`config.mk`:
```
export PLATFORM = sky130hd
export DESIGN_NAME = rr_arb_4to1
export DESIGN_NICKNAME = d
export VERILOG_FILES = /design/src/rtl/arb_pkg.sv /design/src/rtl/rr_arb_4to1_pick4.sv /design/src/rtl/rr_arb_4to1.sv
export SDC_FILE = /design/constraint.sdc
export NUM_CORES = 1
export LEC_CHECK = 0
export CORE_ASPECT_RATIO = 0.9
export CORE_MARGIN = 1
export CORE_UTILIZATION = 55
export CTS_BUF_LIST = sky130_fd_sc_hd__clkbuf_4
export DETAILED_ROUTE_END_ITERATION = 6
export PLACE_DENSITY_LB_ADDON = 0.25
export SYNTH_ARGS = -nofsm -noshare
export SYNTH_HDL_FRONTEND = slang
export SYNTH_HIERARCHICAL = 1
export SYNTH_SLANG_ARGS = --single-unit
```
`constraint.sdc`:
```
create_clock -name clk -period 5.92 [get_ports clk]
set_input_delay 0.888 -clock clk [delete_from_list [all_inputs] [get_ports clk]]
set_output_delay 0.888 -clock clk [all_outputs]
set_load 0.03 [all_outputs]
```
`src/rtl/arb_pkg.sv`:
```
// Shared constants, state type and helpers for the 4-way round-robin arbiter.
package arb_pkg;

  localparam int N_REQ = 4;
  localparam int SEL_W = 2;

  typedef enum logic {IDLE, GRANT} arb_state_t;

  // Convert a requester index into its one-hot grant vector.
  function automatic logic [N_REQ-1:0] onehot(input logic [SEL_W-1:0] idx);
    logic [N_REQ-1:0] vec;
    vec      = '0;
    vec[idx] = 1'b1;
    return vec;
  endfunction

endpackage

```
`src/rtl/rr_arb_4to1_pick4.sv`:
```
// Rotating priority search: first unmasked request starting at ptr, wrapping mod 4.
module rr_pick4
  import arb_pkg::*;
(
  input  logic [N_REQ-1:0] req,
  input  logic [SEL_W-1:0] ptr,
  input  logic [N_REQ-1:0] mask,
  output logic             found,
  output logic [SEL_W-1:0] idx
);

  logic [N_REQ-1:0] cand_req;
  logic [SEL_W-1:0] pos;

  assign cand_req = req & ~mask;

  // Walk ptr, ptr+1, ... and latch the first candidate seen.
  always_comb begin
    found = 1'b0;
    idx   = ptr;
    pos   = ptr;
    for (int i = 0; i < N_REQ; i++) begin
      pos = ptr + SEL_W'(i);
      if (!found && cand_req[pos]) begin
        found = 1'b1;
        idx   = pos;
      end
    end
  end

endmodule

```
`src/rtl/rr_arb_4to1.sv`:
```
// Round-robin 4:1 arbiter producing registered select/one-hot grant with
// valid/ready output and per-tenure burst limit. No bubble on re-arbitration.
module rr_arb_4to1
  import arb_pkg::*;
#(
  parameter int BURST = 4
) (
  input  logic             clk,
  input  logic             rst,
  input  logic [N_REQ-1:0] req,
  input  logic             out_ready,
  output logic             out_valid,
  output logic [SEL_W-1:0] sel,
  output logic [N_REQ-1:0] gnt
);

  localparam int              CNT_W     = (BURST > 1) ? $clog2(BURST) : 1;
  localparam logic [CNT_W-1:0] LAST_BEAT = CNT_W'(BURST - 1);

  arb_state_t       state;
  logic [SEL_W-1:0] ptr;
  logic [CNT_W-1:0] beat_cnt;

  logic             accept;
  logic             release_now;
  logic [SEL_W-1:0] pick_ptr;
  logic [N_REQ-1:0] pick_mask;
  logic             pick_found;
  logic [SEL_W-1:0] pick_idx;

  assign accept = out_valid & out_ready;

  // Tenure ends on the burst-final beat, on the holder's last beat, or when
  // the holder withdraws its request without being accepted.
  assign release_now = (accept && (beat_cnt == LAST_BEAT)) || !req[sel];

  // While granting, search from the pointer the release will set and skip the
  // current holder so it cannot immediately win again.
  always_comb begin
    pick_ptr  = ptr;
    pick_mask = '0;
    if (state == GRANT) begin
      pick_ptr  = sel + 2'd1;
      pick_mask = onehot(sel);
    end
  end

  rr_pick4 u_pick (
    .req   (req),
    .ptr   (pick_ptr),
    .mask  (pick_mask),
    .found (pick_found),
    .idx   (pick_idx)
  );

  // State, pointer, beat counter and registered grant outputs.
  always_ff @(posedge clk or posedge rst) begin
    if (rst) begin
      state     <= IDLE;
      ptr       <= '0;
      beat_cnt  <= '0;
      sel       <= '0;
      gnt       <= '0;
      out_valid <= 1'b0;
    end else begin
      case (state)
        IDLE: begin
          if (pick_found) begin
            sel       <= pick_idx;
            gnt       <= onehot(pick_idx);
            out_valid <= 1'b1;
            beat_cnt  <= '0;
            state     <= GRANT;
          end
        end
        GRANT: begin
          if (release_now) begin
            ptr      <= sel + 2'd1;
            beat_cnt <= '0;
            if (pick_found) begin
              sel <= pick_idx;
              gnt <= onehot(pick_idx);
            end else begin
              gnt       <= '0;
              out_valid <= 1'b0;
              state     <= IDLE;
            end
          end else if (accept) begin
            beat_cnt <= beat_cnt + 1'b1;
          end
        end
        default: state <= IDLE;
      endcase
    end
  end

endmodule

```
== Yosys cells after proc, flatten, opt, wreduce, memory -nomap -nowiden ==
Cells that the tools add are included.

* Add/sub/neg operators: 5
* $lt $le $gt $ge: 8
* Equality and inequality tests: 5
* Muxes and demuxes: 41
* Bitwise logic cells: 4
* Reductions and logical operators: 15

{| class="wikitable"
|+ Operators by type and width
! operator !! count
|-
| $lt 2x3->1 const B || 6
|-
| $mux 2 || 9
|-
| $mux 1 || 16
|-
| $mux 4 || 4
|-
| $bmux 1 s2 || 5
|-
| $pmux 2 s2 || 2
|-
| $pmux 4 s2 || 1
|-
| $add 2x1->2 const B || 3
|-
| $logic_and 1x1->1 || 6
|-
| $reduce_and 2->1 || 3
|-
| $add 2x2->2 const B || 2
|-
| $and 4x4->4 || 1
|-
| $demux 1 s2 || 2
|-
| $ge 2x1->1 const B || 2
|-
| $logic_not 1->1 || 4
|-
| $ne 2x2->1 const B || 2
|-
| $not 4->4 || 1
|-
| $pmux 1 s2 || 2
|-
| $ne 3x1->1 const B || 1
|-
| $reduce_and 3->1 || 1
|-
| $eq 2x2->1 const B || 1
|-
| $ne 2x1->1 const B || 1
|-
| $and 1x1->1 || 1
|-
| $logic_or 1x1->1 || 1
|-
| $not 1->1 || 1
|}

* Bits in registers: 12
* Input bits: 7
* Output and inout port bits: 7
* Word-level logic and storage cells: 84

== Logic depth before layout (Yosys ltp) ==
* Depth in word-level cells: 26
* Depth in mapped cells: 10
* Gate-level depth less buffers: 10

== Cells and area by module ==
Netlist, hierarchy kept.

{| class="wikitable"
|+ By module, submodules not included
! module !! times used !! cells each !! area each (µm²) !! seq. area each (µm²)
|-
| rr_arb_4to1 || 1 || 59 || 671.9 || 300.3
|-
| rr_pick4 || 1 || 21 || 136.4 || 0.0
|}

== Worst setup path before layout ==
No wires, ideal clock.

* Kind: register to register
* Start point: register sel[0]
* End point: register gnt[0]
* Library setup time: 0.122 ns
* Arrival time: 2.108 ns
* Path slack: 3.690 ns
* Stages on the path, launching flop included: 7
* Path buffers: 0
* Period minus slack after synthesis: 2.230 ns
* Cell sequence: dfrtp_1 > inv_1 > ha_1 > mux2_2 > a222oi_1 > inv_1 > a32o_1

* Elaborated cells on any way between the ends: 50
* Classes of those cells: add/sub: 4; order compare: 4; eq/ne: 2; mux: 27; bitwise: 2; reduce/logical: 11

{| class="wikitable"
|+ RTL lines
! item !! line !! source
|-
| start: declaration || rr_arb_4to1.sv:13 || <nowiki>output logic [SEL_W-1:0] sel,</nowiki>
|-
| start signal: assignment || rr_arb_4to1.sv:69 || <nowiki>sel <= pick_idx;</nowiki>
|-
| start signal: assignment || rr_arb_4to1.sv:81 || <nowiki>sel <= pick_idx;</nowiki>
|-
| $add 2x1->2 * || rr_arb_4to1.sv:43 || <nowiki>pick_ptr = sel + 2'd1;</nowiki>
|-
| $mux 2 * || rr_arb_4to1.sv:42 || <nowiki>if (state == GRANT) begin</nowiki>
|-
| named net pick_ptr[1] || rr_arb_4to1.sv:26 || <nowiki>logic [SEL_W-1:0] pick_ptr;</nowiki>
|-
| branches (longest 11 deep; another with $add 2x1->2) || -- ||
|-
| $mux 2 * || rr_arb_4to1_pick4.sv:24 || <nowiki>if (!found && cand_req[pos]) begin</nowiki>
|-
| named net pick_idx[0] || rr_arb_4to1.sv:29 || <nowiki>logic [SEL_W-1:0] pick_idx;</nowiki>
|-
| $lt 2x3->1 (not written as such) or $ge 2x1->1 (tied branches) || arb_pkg.sv:13 || <nowiki>vec[idx] = 1'b1;</nowiki>
|-
| $logic_and 1x1->1 (not written as such) || arb_pkg.sv:13 ||
|-
| $mux 1 (not written as such) || arb_pkg.sv:13 ||
|-
| $demux 1 s2 * || arb_pkg.sv:13 ||
|-
| $mux 4 || rr_arb_4to1.sv:80 || <nowiki>if (pick_found) begin</nowiki>
|-
| $mux 4 || rr_arb_4to1.sv:77 || <nowiki>if (release_now) begin</nowiki>
|-
| $pmux 4 s2 * || rr_arb_4to1.sv:66 || <nowiki>case (state)</nowiki>
|-
| end signal: assignment || rr_arb_4to1.sv:70 || <nowiki>gnt <= onehot(pick_idx);</nowiki>
|-
| end signal: assignment || rr_arb_4to1.sv:82 || <nowiki>gnt <= onehot(pick_idx);</nowiki>
|-
| end: declaration || rr_arb_4to1.sv:14 || <nowiki>output logic [N_REQ-1:0] gnt</nowiki>
|}

Mark *: on every way through the listed nets, which the timed path passes. The select of a mux whose other input is x is not followed.
A chain may end at the register's enable or synchronous reset.

== Worst setup path in the final report ==
* Start point: input port req[3]
* End point: register gnt[0]

* Cells in the longest elaborated chain, start to end: 20
* Elaborated cells on any way between the ends: 38
* Classes of those cells: order compare: 2; eq/ne: 2; mux: 23; bitwise: 1; reduce/logical: 10

{| class="wikitable"
|+ Ends and longest elaborated chain
! item !! line !! source
|-
| start: declaration || rr_arb_4to1.sv:10 || <nowiki>input logic [N_REQ-1:0] req,</nowiki>
|-
| $and 4x4->4 * || rr_arb_4to1_pick4.sv:15 || <nowiki>assign cand_req = req & ~mask;</nowiki>
|-
| $bmux 1 s2 || rr_arb_4to1_pick4.sv:24 ||
|-
| $mux 1 (not written as such) || rr_arb_4to1_pick4.sv:24 ||
|-
| $mux 1 || rr_arb_4to1_pick4.sv:24 ||
|-
| $logic_not 1->1 || rr_arb_4to1_pick4.sv:24 ||
|-
| $logic_and 1x1->1 || rr_arb_4to1_pick4.sv:24 ||
|-
| $mux 1 || rr_arb_4to1_pick4.sv:24 ||
|-
| $logic_not 1->1 || rr_arb_4to1_pick4.sv:24 ||
|-
| [5 not listed] || -- ||
|-
| named net pick_idx[0] || rr_arb_4to1.sv:29 ||
|-
| $lt 2x3->1 (not written as such) or $ge 2x1->1 (tied branches) || arb_pkg.sv:13 ||
|-
| $logic_and 1x1->1 (not written as such) || arb_pkg.sv:13 ||
|-
| $mux 1 (not written as such) || arb_pkg.sv:13 ||
|-
| $demux 1 s2 * || arb_pkg.sv:13 ||
|-
| $mux 4 || rr_arb_4to1.sv:80 ||
|-
| $mux 4 || rr_arb_4to1.sv:77 ||
|-
| $pmux 4 s2 * || rr_arb_4to1.sv:66 ||
|}

Mark *: on every way through the listed nets, which the timed path passes. The rest lies on a longest branch. The select of a mux whose other input is x is not followed.

==> results.sh <==
export IMPL_rr_startpoint="sel[0]$_DFFE_PP0P_"
export IMPL_critPathRequiredTime_ps=6070
export IMPL_cts_sinks=12
export IMPL_diodes=0
export IMPL_critPathMaxFanout=4
export IMPL_die_area_um2=1627
export IMPL_critPathLaunch="req[3]"
export IMPL_ctsHoldBuffers=0
export IMPL_synth_cells=80
export IMPL_clk_pin_slew_ps=70
export IMPL_drive_gt1_frac=0.1458
export IMPL_max_freq_mhz=412.7
export IMPL_dpl_cell_count=106
export IMPL_num_rows=12
export IMPL_yosysWarnings=6
export IMPL_cp_start_kind="input port"
export IMPL_syn_nets=93
export IMPL_cts_tree="built"
export IMPL_grt_pass1_vias=593
export IMPL_clk_insertion_delay_late_ps=270
export IMPL_floorplan_initialDensity=0.6188
export IMPL_num_vias=632
export IMPL_die_h_um=38.37
export IMPL_status="complete, no violations"
export IMPL_root_buffer="clkbuf_4"
export IMPL_ant_nets=0
export IMPL_ys_seq_area_frac=0.3715
export IMPL_first_pass_iters=4
export IMPL_fillers=99
export IMPL_coreArea_um2=1306
export IMPL_path_cells="clkdlybuf4s50_1 -> or2b_1 -> nand2_1 -> o21ai_0 -> a222oi_1 -> inv_1 -> a32o_1"
export IMPL_hp_class="reg2reg"
export IMPL_antenna_found_initial=0
export IMPL_ys_ff_latch=12
export IMPL_port_buffers=13
export IMPL_post_cts_buffers=0
export IMPL_power_density_nw_per_um2=582.0
export IMPL_hold_viol_final=0
export IMPL_nNetsFinal=110
export IMPL_cp_end_kind="flip-flop"
export IMPL_r2r_slack_ps=3670
export IMPL_stdcell_count=110
export IMPL_grt_pass1_wl_mm=2.594
export IMPL_dr_first_iter_drc_count=25
export IMPL_fp_dieW_um=42.41
export IMPL_vdd_drop_max_mv=0.3798
export IMPL_grt_max_degree=16
export IMPL_worstHoldStart="gnt[2]$_DFFE_PP0P_"
export IMPL_htreeDepth=1
export IMPL_ys_types=30
export IMPL_place_hpwl_mm=1.184
export IMPL_cts_made_buffers=3
export IMPL_grt_setup_unrepaired="false"
export IMPL_critical_path_class="in2reg"
export IMPL_synth_area_per_cell_um2=10.10
export IMPL_crit_arrival_ps=2580
export IMPL_overflow=0
export IMPL_clock_path_buffers=2
export IMPL_slew_headroom=0.6864
export IMPL_p_total_mw=0.5695
export IMPL_fin_ws_ps=3497
export IMPL_setup_viol=0
export IMPL_holdWs_ps=494.1
export IMPL_syn2layout_area_growth_pct=21.05
export IMPL_synth_area_um2=808.3
export IMPL_wirelength_mm=1.489
export IMPL_cap_violations=0
export IMPL_gp_congestion=0.8230
export IMPL_layout_worst_path_cycle_share=0.4093
export IMPL_finalClockSkew_ps=4.484
export IMPL_drc_errors=0
export IMPL_wl_per_cell_um=13.54
export IMPL_pre_cts_ws_ps=3238
export IMPL_vias_per_cell=5.745
export IMPL_critPathMaxStageDelay_ps=480
export IMPL_finalCriticalPeriod_ps=2423
export IMPL_final_max_slew_viol_count=0
export IMPL_leakage_nw=0.4606
export IMPL_ctsResizeCount=0
export IMPL_track_usage=0.2216
export IMPL_ios=14
export IMPL_fin_setup_tns_ps=0
export IMPL_cpMaxStageDelayCell="clkdlybuf4s50_1"
export IMPL_worstMarginPinSlew_ps=470.5
==> critical path: cells and delay by family <==
family | cells | cell delay [ps]
buffers and inverters | 2 | 630
AOI/OAI and AO/OA | 3 | 710
and+or+nand+nor | 2 | 340
==> sequential cells by signal (all words and copies together) (netlist names) <==
signal	cells
beat_cnt	2
gnt	4
out_valid	1
ptr	2
sel	2
state	1
==> layout by cell type (no fill, tap or decap), drive strengths merged <==
cell type / count
nand4: 2
nand2b: 1
and2b: 1
nand3: 4
mux2i: 4
or2b: 3
a31oi: 2
o21ai: 4
mux2: 3
clkbuf: 3
inv: 10
a31o: 1
nor2b: 2
clkdlybuf4s50: 13
clkinv: 1
o31ai: 1
and2: 4
a222oi: 1
ha: 6
a32o: 4
dfrtp: 12
nand2: 4
nor2: 3
a21oi: 4
o22ai: 2
mux4: 1
==> path summary, 6_finish.rpt <==
| kind | cells after the start | to |
|---|---|---|
| setup / recovery | 7 | gnt[0]$_DFFE_PP0P_ |
| hold / removal | 1 | gnt[2]$_DFFE_PP0P_ |
| setup reg to reg | 6 | gnt[0]$_DFFE_PP0P_ |
| hold reg to reg | 1 | gnt[2]$_DFFE_PP0P_ |
| max in group asynchronous | 2 | ptr[0]$_DFFE_PP0P_ |
| min in group asynchronous | 2 | beat_cnt[1]$_DFFE_PP0P_ |
==> Yosys cell counts <==
cell       n  share of area
and2b_2    1          0.011
mux4_2     1          0.028
nand4_1    2          0.015
clkbuf_1   1         0.0046
nand3_1    4          0.025
nor2_2     1         0.0077
nor2b_4    1          0.017
inv_1     10          0.046
nand2_1    4          0.019
or2b_2     1          0.011
o22ai_1    2          0.015
nand2b_1   1         0.0077
o21ai_0    3          0.019
a222oi_1   1          0.012
and2_1     4          0.031
o21ai_1    1         0.0062
nor2b_1    1         0.0077
ha_1       6          0.093
dfrtp_1   12           0.37
mux2i_1    4          0.050
or2b_1     2          0.019
a32o_1     4          0.050
a21oi_1    3          0.019
o31ai_1    1         0.0093
a31o_2     1          0.011
a21oi_2    1          0.011
a31oi_1    1         0.0077
a31oi_4    1          0.026
mux2_2     3          0.042
nor2_1     2         0.0093
==> layer usage <==
layer / GRT usage / routed length, um
met1: 0.2560 / 675
met2: 0.4077 / 729
met3: 0.07075 / 84
met4: 0.04688 / 0
met5: 0 / 0
==> through the flow <==
step	util	instance area [um^2]
floorplan	-	808.3
global placement	0.7289	952.2
detailed placement	0.7289	952.2
CTS	0.7490	978.4
global route	0.7490	978.4
finish	0.7490	978.4
==> logic make-up (layout without fill, tap and decap cells) <==
kind of cell / count (synthesis) / count (layout) / synth area share
buffers and inverters: 11 / 27 / 0.05108
AOI/OAI and AO/OA: 19 / 19 / 0.1858
muxes: 8 / 8 / 0.1192
DFF: 12 / 12 / 0.3715
and+or+nand+nor: 24 / 24 / 0.1796
adders and majority gates: 6 / 6 / 0.09288
==> cell type report <==
cell class	instances	area, um^2	share of cell area
multi-input combinational	57	466.7	0.4770
sequential	12	300.3	0.3069
timing repair buffer	13	130.1	0.1330
inverter	10	37.54	0.03836
clock buffer	3	22.52	0.02302
tap	14	17.52	0.01790
clock inverter	1	3.754	0.003836
==> power by group <==
| group | switching, mW | total [mW] | leakage [nW] | internal (mW) |
|---|---|---|---|---|
| clock network | 0.0250 | 0.0493 | 0.0154 | 0.0244 |
| logic | 0.199 | 0.367 | 0.298 | 0.168 |
| registers | 0.0339 | 0.153 | 0.148 | 0.119 |
| total | 0.258 | 0.569 | 0.461 | 0.311 |
(Power assumes the default switching activity.)
==> patch: new RTL, same flow settings <==
Set the package constant `N_REQ` to 5 (it was 4).
--- a/src/rtl/arb_pkg.sv
+++ b/src/rtl/arb_pkg.sv
@@ -3,3 +3,3 @@
 
-  localparam int N_REQ = 4;
+  localparam int N_REQ = 5;
   localparam int SEL_W = 2;
Interface: changed (resized gnt and req); port bits go from 14 to 16. The function was not compared with the original's and may differ.
==> patch against the original RTL <==
The flow now finishes with violations (design-rule violations). Synthesized area increased by 7.0%. Cell area grew 4.7%. Worst hold slack is essentially flat. First-iteration DRC count increased by 8.0%. Wire length up 13%. Register-to-register slack got worse by 170 ps. Sequential share of layout area fell by 1.4 points. Sequential power barely moved. Global-route usage fell by 0.18 points. Sequential cell count unchanged. Worst setup slack lost 110 ps. Utilization decreased by 4.9 points. Power up 1.3%. Critical path type unchanged.
==> patch: results (changes against the original RTL) <==
status -> finished with violations (was finished clean)
failing checks -> design-rule violations
root buf cell -> clkbuf_4 (unchanged)
first-pass iteration count of the detailed router -> 6 (was 4)
register area share after synthesis -> 34.73% (was 37.15%)
Post-synth ARST share -> 100.0% (unchanged)
clock-pin slew on the worst setup and hold paths -> 70 ps (about the same)
CP Launch Point -> req[3] (unchanged)
Max clock buf depth -> 2 (unchanged)
Worst-Margin Slew -> 551.1 ps (was 470.5 ps)
Clock Latency Late Sink -> 270 ps (about the same)
Hold Buf Count CTS -> 0 (unchanged)
first-pass GRT wire length -> 2697 µm (was 2594 µm)
net count after synthesis -> 102 (was 93)
Final #Nets -> 117 (was 110)
post-CTS setup buffer count -> 0 (unchanged)
Worst Path Arrival -> 2690 ps (was 2580 ps)
Net Sw Power -> 0.0002657 W (was 0.0002580 W)
share of post-route cells with drive strength above 1 -> 16.67% (was 14.58%)
synth top area cells -> dfrtp_1, ha_1, mux2_2, a32o_1, inv_1 (was dfrtp_1, ha_1, a32o_1, mux2i_1, inv_1)
Placer Congestion -> 0.8607 (was 0.8230)
Reg-to-Reg Start -> sel[0]$_DFFE_PP0P_ (unchanged)
FF-to-FF setup slack -> 3500 ps (was 3670 ps)
PostCTS Resize Cnt -> 0 (unchanged)
largest net degree at the start of global routing -> 18 (was 16)
Worst setup EP type -> flip-flop (unchanged)
Ys Warns -> 6 (unchanged)
CP max-delay cell -> clkdlybuf4s50_1 (unchanged)
WL/cell -> 14.34 µm (was 13.54 µm)
number of flip-flops in the largest register -> 4 (unchanged)
port bufs -> 13 (unchanged)
Total GRT Usage -> 21.99% (was 22.16%)
skew final -> 3.350 ps (was 4.484 ps)
Largest Register -> gnt (unchanged)
post-DP HPWL -> 1330 µm (was 1184 µm)
vias in the first global route -> 610 (was 593)
Reg2Reg Depth -> 6 (unchanged)
worst r2r dst -> gnt[2]$_DFFE_PP0P_ (was gnt[0]$_DFFE_PP0P_)
post-DR vias/cell -> 5.752 (was 5.745)
H-tree levels -> 1 (unchanged)
worst min path class -> reg -> reg (unchanged)
initial antenna violation count -> 0 (unchanged)
# diodes -> 0 (unchanged)
initial drt markers -> 27 (was 25)
Crit path largest cell delay -> 510 ps (was 480 ps)
Inserted Clock Buffers -> 3 (unchanged)
Max VDD drop -> 332.5 µV (was 379.8 µV)
fill cell count -> 118 (was 99)
delay-heaviest family, CP -> compound AO/OA/AOI/OAI gates (unchanged)
count of cell types in the netlist -> 34 (was 30)
Critical Path Fanout Max -> 4 (unchanged)
DRC -> 2 (was 0)
Commonest cells post-synth -> dfrtp_1, inv_1, ha_1 (unchanged)
Main synth FF type -> dfrtp_1 (unchanged)
LEAKAGE -> 0.4728 nW (was 0.4606 nW)
[patch: cell types whose count changed in the layout (fill, tap and decap cells not counted), sizes merged]
cell	unedited run	this run
a31o	1	2
a311oi	0	1
conb	0	1
mux2i	4	3
mux2	3	5
nor2	3	4
a211oi	0	1
[patch: final cells by class]
cell class	instances	area share, %
multi-input combinational	63	49.94
sequential	12	29.30
timing repair buffer	13	12.70
inverter	10	3.663
clock buffer	3	2.198
tap	15	1.832
clock inverter	1	0.3663
[patch: how the worst min path moves through the flow]
stage | from | cells past startpoint | end | slack [ps]
after floorplan | ptr[1]$_DFFE_PP0P_ | 1 | ptr[1]$_DFFE_PP0P_ | 480
after detailed placement | gnt[0]$_DFFE_PP0P_ | 1 | gnt[0]$_DFFE_PP0P_ | 480
after global routing | gnt[0]$_DFFE_PP0P_ | 1 | gnt[0]$_DFFE_PP0P_ | 510
after CTS | gnt[0]$_DFFE_PP0P_ | 1 | gnt[0]$_DFFE_PP0P_ | 500
final | gnt[0]$_DFFE_PP0P_ | 1 | gnt[0]$_DFFE_PP0P_ | 490
after global placement | gnt[1]$_DFFE_PP0P_ | 1 | gnt[1]$_DFFE_PP0P_ | 480
[patch: worst reg2reg max path, stage by stage, from the launching register on]
cell and delay [ps]:
dfrtp_1 510, inv_1 150, ha_1 320, mux2_2 340, a222oi_1 550, inv_1 150
a32o_1 280
[patch: kinds of logic (layout without fill, tap and decap cells)]
group           after synthesis  in the layout  share of synthesized area (%)
compound gates               22             22                          20.26
fa+ha+maj                     6              6                          8.683
buf+inv                      13             27                          6.079
flops                        12             12                          34.73
mux                           9              9                          12.59
other cells                   1              1                         0.4337
simple gates                 25             25                          17.22
[patch: routing by layer]
metal | global-route usage [%] | vias to the layer above | wire length [µm]
li1 | - | 342 | -
met2 | 35.82 | 11 | 787
met5 | 0 | - | 0
met3 | 5.991 | 2 | 49
met4 | 3.906 | 0 | 8
met1 | 29.51 | 318 | 832
[patch: power groups by stage]
stage	registers (W)	logic, W	clock network (W)
after floorplan	0.000178	0.000252	0
after global placement	0.000153	0.000362	0
after detailed placement	0.000155	0.000373	0
after CTS	0.000154	0.000374	0.0000525
after global routing	0.000159	0.000409	0.0000563
final	0.000153	0.000373	0.0000504
[patch: through the flow]
step / hold slack, ps / worst slack, ps / total power [W] / std cells / instance area (µm²)
floorplan: 476.6 / 3639 / 0.0004302 / 88 / 864.6
global placement: 478.9 / 3107 / 0.0005157 / 113 / 998.5
detailed placement: 484.2 / 3120 / 0.0005283 / 113 / 998.5
CTS: 501.5 / 3406 / 0.0005797 / 117 / 1025
global route: 514.2 / 3302 / 0.0006239 / 117 / 1025
finish: 494.0 / 3387 / 0.0005768 / 117 / 1025
